File: src/rtl/fetch_unit.sv
// rtl/fetch_unit.sv - instruction fetch stage: fetch PC, single-outstanding imem requests, decode FIFO
module fetch_unit #(
   parameter logic [31:0] RESET_PC   = 32'h0000_3000,
   parameter int          FIFO_DEPTH = 2
) (
   input  logic        clk,
   input  logic        reset,
   input  logic        redirect_valid,
   input  logic [31:0] redirect_pc,
   output logic        imem_req,
   output logic [31:0] imem_addr,
   input  logic        imem_gnt,
   input  logic        imem_rvalid,
   input  logic [31:0] imem_rdata,
   output logic        inst_valid,
   input  logic        inst_ready,
   output logic [31:0] inst,
   output logic [31:0] inst_pc,
   output logic [31:0] inst_pc8
);

   localparam int PW = $clog2(FIFO_DEPTH);
   localparam int CW = PW + 1;

   typedef enum logic [1:0] {S_IDLE, S_REQ, S_WAIT} state_t;

   state_t          state_q;
   logic [31:0]     next_pc_q;
   logic [31:0]     req_addr_q;
   logic            drop_q;
   logic [31:0]     word_mem_q [FIFO_DEPTH];
   logic [31:0]     pc_mem_q   [FIFO_DEPTH];
   logic [PW-1:0]   rd_ptr_q;
   logic [PW-1:0]   wr_ptr_q;
   logic [CW-1:0]   count_q;
   logic [CW-1:0]   count_d;

   logic [31:0]     redirect_tgt;
   logic            push;
   logic            pop;
   logic            has_space;

   assign redirect_tgt = redirect_pc & 32'hFFFF_FFFC;
   assign pop          = (count_q != '0) && inst_ready && !redirect_valid;
   assign push         = (state_q == S_WAIT) && imem_rvalid && !drop_q && !redirect_valid;
   // The head being popped this cycle already counts as free space.
   assign has_space    = (count_q - CW'(pop)) < CW'(FIFO_DEPTH);
   assign count_d      = count_q + CW'(push) - CW'(pop);

   always_ff @(posedge clk) begin
      if (!reset) begin
         state_q    <= S_IDLE;
         next_pc_q  <= RESET_PC;
         req_addr_q <= '0;
         drop_q     <= 1'b0;
         rd_ptr_q   <= '0;
         wr_ptr_q   <= '0;
         count_q    <= '0;
      end else begin
         case (state_q)
            S_IDLE: begin
               if (redirect_valid) begin
                  state_q    <= S_REQ;
                  req_addr_q <= redirect_tgt;
               end else if (has_space) begin
                  state_q    <= S_REQ;
                  req_addr_q <= next_pc_q;
               end
            end
            S_REQ: begin
               if (imem_gnt) begin
                  state_q <= S_WAIT;
                  // A pending or current redirect already owns next_pc.
                  if (!drop_q && !redirect_valid)
                     next_pc_q <= req_addr_q + 32'd4;
               end
            end
            S_WAIT: begin
               if (imem_rvalid)
                  state_q <= S_IDLE;
            end
            default: state_q <= S_IDLE;
         endcase

         if (state_q == S_WAIT && imem_rvalid)
            drop_q <= 1'b0;
         else if (redirect_valid && state_q != S_IDLE)
            drop_q <= 1'b1;

         if (redirect_valid)
            next_pc_q <= redirect_tgt;

         if (redirect_valid) begin
            rd_ptr_q <= '0;
            wr_ptr_q <= '0;
            count_q  <= '0;
         end else begin
            if (push)
               wr_ptr_q <= wr_ptr_q + PW'(1);
            if (pop)
               rd_ptr_q <= rd_ptr_q + PW'(1);
            count_q <= count_d;
         end
      end
   end

   always_ff @(posedge clk) begin
      if (push) begin
         word_mem_q[wr_ptr_q] <= imem_rdata;
         pc_mem_q[wr_ptr_q]   <= req_addr_q;
      end
   end

   assign imem_req   = (state_q == S_REQ);
   assign imem_addr  = imem_req ? req_addr_q : '0;
   assign inst_valid = (count_q != '0);
   assign inst       = inst_valid ? word_mem_q[rd_ptr_q] : '0;
   assign inst_pc    = inst_valid ? pc_mem_q[rd_ptr_q] : '0;
   assign inst_pc8   = inst_valid ? pc_mem_q[rd_ptr_q] + 32'd8 : '0;

endmodule

File: config.mk
export PLATFORM = sky130hd
export DESIGN_NAME = fetch_unit
export DESIGN_NICKNAME = d
export VERILOG_FILES = /design/src/rtl/fetch_unit.sv
export SDC_FILE = /design/constraint.sdc
export NUM_CORES = 1
export LEC_CHECK = 0
export BUFFER_PORTS_ARGS = -buffer_cell sky130_fd_sc_hd__buf_4
export CORE_MARGIN = 8
export CORE_UTILIZATION = 59
export CTS_BUF_LIST = sky130_fd_sc_hd__clkbuf_8 sky130_fd_sc_hd__clkbuf_16
export DETAILED_ROUTE_END_ITERATION = 16
export PLACE_DENSITY = 0.85
export SLEW_MARGIN = 10
export SYNTH_ARGS = -nofsm -noshare
export SYNTH_HDL_FRONTEND = slang
export SYNTH_SLANG_ARGS = --single-unit
File: constraint.sdc
create_clock -name clk -period 9.85 [get_ports clk]
set_input_delay 1.97 -clock clk [delete_from_list [all_inputs] [get_ports clk]]
set_output_delay 1.97 -clock clk [all_outputs]
set_load 0.02 [all_outputs]
==> impl_metrics.tcl <==
set metrics [dict create \
    ant_nets 0 \
    cts_sinks 200 \
    vias 7137 \
    ys_warn_count 0 \
    grt_usage_pct 22.8 \
    core_um2 15800 \
    nFillCells 1061 \
    area_growth_pct 22.5 \
    start_util_pct 60.1 \
    cts_setup_buffers 0 \
    first_pass_iters 6 \
    relSlewSlack_pct 32.8 \
    antenna_cells 0 \
    hold_viol 0 \
    route.detailed.drc 0 \
    seq_area_frac_synth_pct 55.6 \
    synth.distinct_cells 62 \
    fin_nets 1076 \
    synth_seq_cells 200 \
    whs_ns 0.489 \
    cp_cell_sequence "buf_4 -> mux2_2 -> ha_1 -> inv_1 -> nor2_1 -> nand4_1 -> a21oi_1 -> mux2_2 -> buf_4" \
    setup_viol 0 \
    final_max_slew_viol_count 0 \
    end_kind "output port" \
    layout-drive-gt1-share_pct 26.5 \
    cpMaxStageDelayCell "buf_4" \
    cts_buffers 17 \
    fp.dieW_um 143 \
    antenna_found_initial 0 \
    grt_pass1_vias 6902 \
    avgRoutedWirePerCell_um 19.4 \
    cp-start-kind "flop" \
    utilization_pct 73.6 \
    cts_hold_buf 0 \
    grt_max_degree 77 \
    path_clk_slew_ns 0.07 \
    cp_max_fo 67 \
    register_area_um2 5290 \
    hp-class "flop to flop" \
    fmax_mhz 164 \
    skew_ns 0.00857 \
    rsz0062_at_grt "no" \
    dieArea_um2 20400 \
    synth.cell_area_um2 9510 \
    gp_congestion 0.824 \
    tightest_slew_ns 1.00 \
    vias_per_cell 5.80 \
    syn-num-nets 909 \
    p_per_area_nw_per_um2 151 \
    htree_levels 4 \
    row_count 46 \
    routed_wl_mm 23.8 \
    crit_family "buffers and inverters" \
    outcome "completed" \
    worst-path-buf-inv 3 \
    p_leak_nw 4.39 \
    io_pins 200 \
    die_y_um 143 \
    clockBufferDepth 2 \
    ys.flop_type "edfxtp_1" \
    clk_latency_ns 0.42 \
    multi_input_area_um2 3940 \
    portBuffers 197 \
    worst-endpoint-arrival_ns 4.11 \
    cpPeakStageDelay_ns 0.79 \
    synth_edf_count 128 \
    drt_iter0_markers 661 \
    cp.required_ns 7.88 \
    overflow 0 \
    syn_area_per_cell_um2 11.4 \
    async_flop_share_pct 0 \
    cts_tree "yes" \
    path_class "flop to output port" \
    cts_resized 0 \
    vdd_drop_max_mv 0.118 \
    layout_min_cycle_time_ns 6.08 \
    grt_pass1_wl_mm 36.7 \
    fin_setup_tns_ns 0 \
    finalCritPeriodShare_pct 61.8 \
    syn_inst 835 \
    final_area_um2 11600 \
    hpwl_mm 16.2 \
    maxCapViolCount 0 \
    placed_area_um2 11100 \
    cts_root_buf "clkbuf_16" \
]
[cells in the final DEF, fill, tap and decap left out, types with 22 or more instances in the layout]
master / count
nand2_1: 36
nor2_1: 118
buf_4: 204
and2_1: 45
a211oi_1: 27
a22oi_1: 22
edfxtp_1: 128
xor2_1: 25
nand3_1: 24
dfxtp_1: 71
mux2i_1: 87
[synth_stat cells (2+ instances only)]
master | n | share of area (%)
a211oi_1 | 27 | 2.1
a21oi_1 | 13 | 0.68
a221o_1 | 2 | 0.21
a222oi_1 | 7 | 0.74
a22oi_1 | 22 | 1.7
a311oi_1 | 3 | 0.28
a31oi_1 | 4 | 0.26
and2_1 | 46 | 3.0
and3_1 | 5 | 0.33
and4_1 | 3 | 0.28
buf_1 | 5 | 0.20
buf_2 | 11 | 0.58
buf_4 | 9 | 0.71
clkbuf_1 | 30 | 1.2
dfxtp_1 | 72 | 15
edfxtp_1 | 128 | 40
ha_1 | 4 | 0.53
inv_1 | 12 | 0.47
mux2_2 | 10 | 1.2
mux2i_1 | 87 | 9.2
nand2_1 | 36 | 1.4
nand2b_1 | 10 | 0.66
nand3_1 | 24 | 1.3
nand3b_1 | 5 | 0.39
nand4_1 | 13 | 0.86
nor2_1 | 121 | 4.8
nor2b_1 | 3 | 0.20
nor3_1 | 8 | 0.42
nor3_2 | 2 | 0.21
nor3b_1 | 3 | 0.24
nor4_1 | 2 | 0.13
nor4_4 | 3 | 0.67
o21ai_0 | 13 | 0.68
o22ai_1 | 20 | 1.3
o31ai_1 | 9 | 0.71
o41ai_1 | 3 | 0.28
xnor2_1 | 11 | 1.0
xor2_1 | 25 | 2.3
[cells by family after synthesis]
kind of cell    after synthesis  synth area share (%)
buf+inv                      69                  3.30
mux                          99                  10.6
fa+ha+maj                     4                 0.526
flops                       200                  55.6
compound gates              132                  10.2
simple gates                295                  16.5
xor+xnor                     36                  3.32
[tightest hold or removal path, stage by stage (launching register included)]
cell and delay [ns]:
dfxtp_1 0.31, o21ai_0 0.07, a21oi_1 0.06
[through the flow]
stage	setup slack, ns	power [mW]	std cells
final	3.77	1.76	1230
after CTS	3.71	1.77	1230
after detailed placement	4.22	1.12	1199
after global routing	3.50	1.82	1230
after floorplan	3.87	1.05	835
after global placement	4.32	1.11	1199
[per-layer routing]
| layer | wire length [µm] | GRT usage (%) | up-vias | part of all wire, % |
|---|---|---|---|---|
| met3 | 1850 | 4.57 | 24 | 7.8 |
| li1 | - | - | 3415 | - |
| met4 | 295 | 6.94 | 0 | 1.2 |
| met2 | 11700 | 37.7 | 259 | 49 |
| met5 | 0 | 0 | - | 0 |
| met1 | 9930 | 29.7 | 3439 | 42 |
[layout make-up]
type	instances	share of cell area, %
clock buffers	17	3.65
clock inverters	14	1.22
inverters	13	0.419
multi-input cells	566	33.8
flip-flops and latches	200	45.4
well taps	216	2.32
repair buffers	204	13.2
[flip-flops by register name (all words and copies together), names as in the netlist, named ones only]
signal / count
rd_ptr_q: 1
pc_mem_q: 64
next_pc_q: 32
count_q: 2
state_q: 2
drop_q: 1
wr_ptr_q: 1
word_mem_q: 64
req_addr_q: 32
[worst paths after layout]
check	slack, ns	startpoint	cells after the start	end
worst max-delay path	3.77	flop	9	inst_pc8[19]
worst min-delay path	0.49	next_pc_q[1]$_SDFFE_PP0P_	2	next_pc_q[1]$_SDFFE_PP0P_
worst min register to register	0.49	next_pc_q[1]$_SDFFE_PP0P_	2	next_pc_q[1]$_SDFFE_PP0P_
worst max register to register	6.60	state_q[0]$_SDFFE_PN0P_	5	next_pc_q[21]$_SDFFE_PN0P_
[power by group]
group / internal (mW) / switching [mW]
registers: 0.918 / 0.0371
clock network: 0.354 / 0.311
logic: 0.0660 / 0.0782
Note: power is estimated with default switching activity, not from simulation.
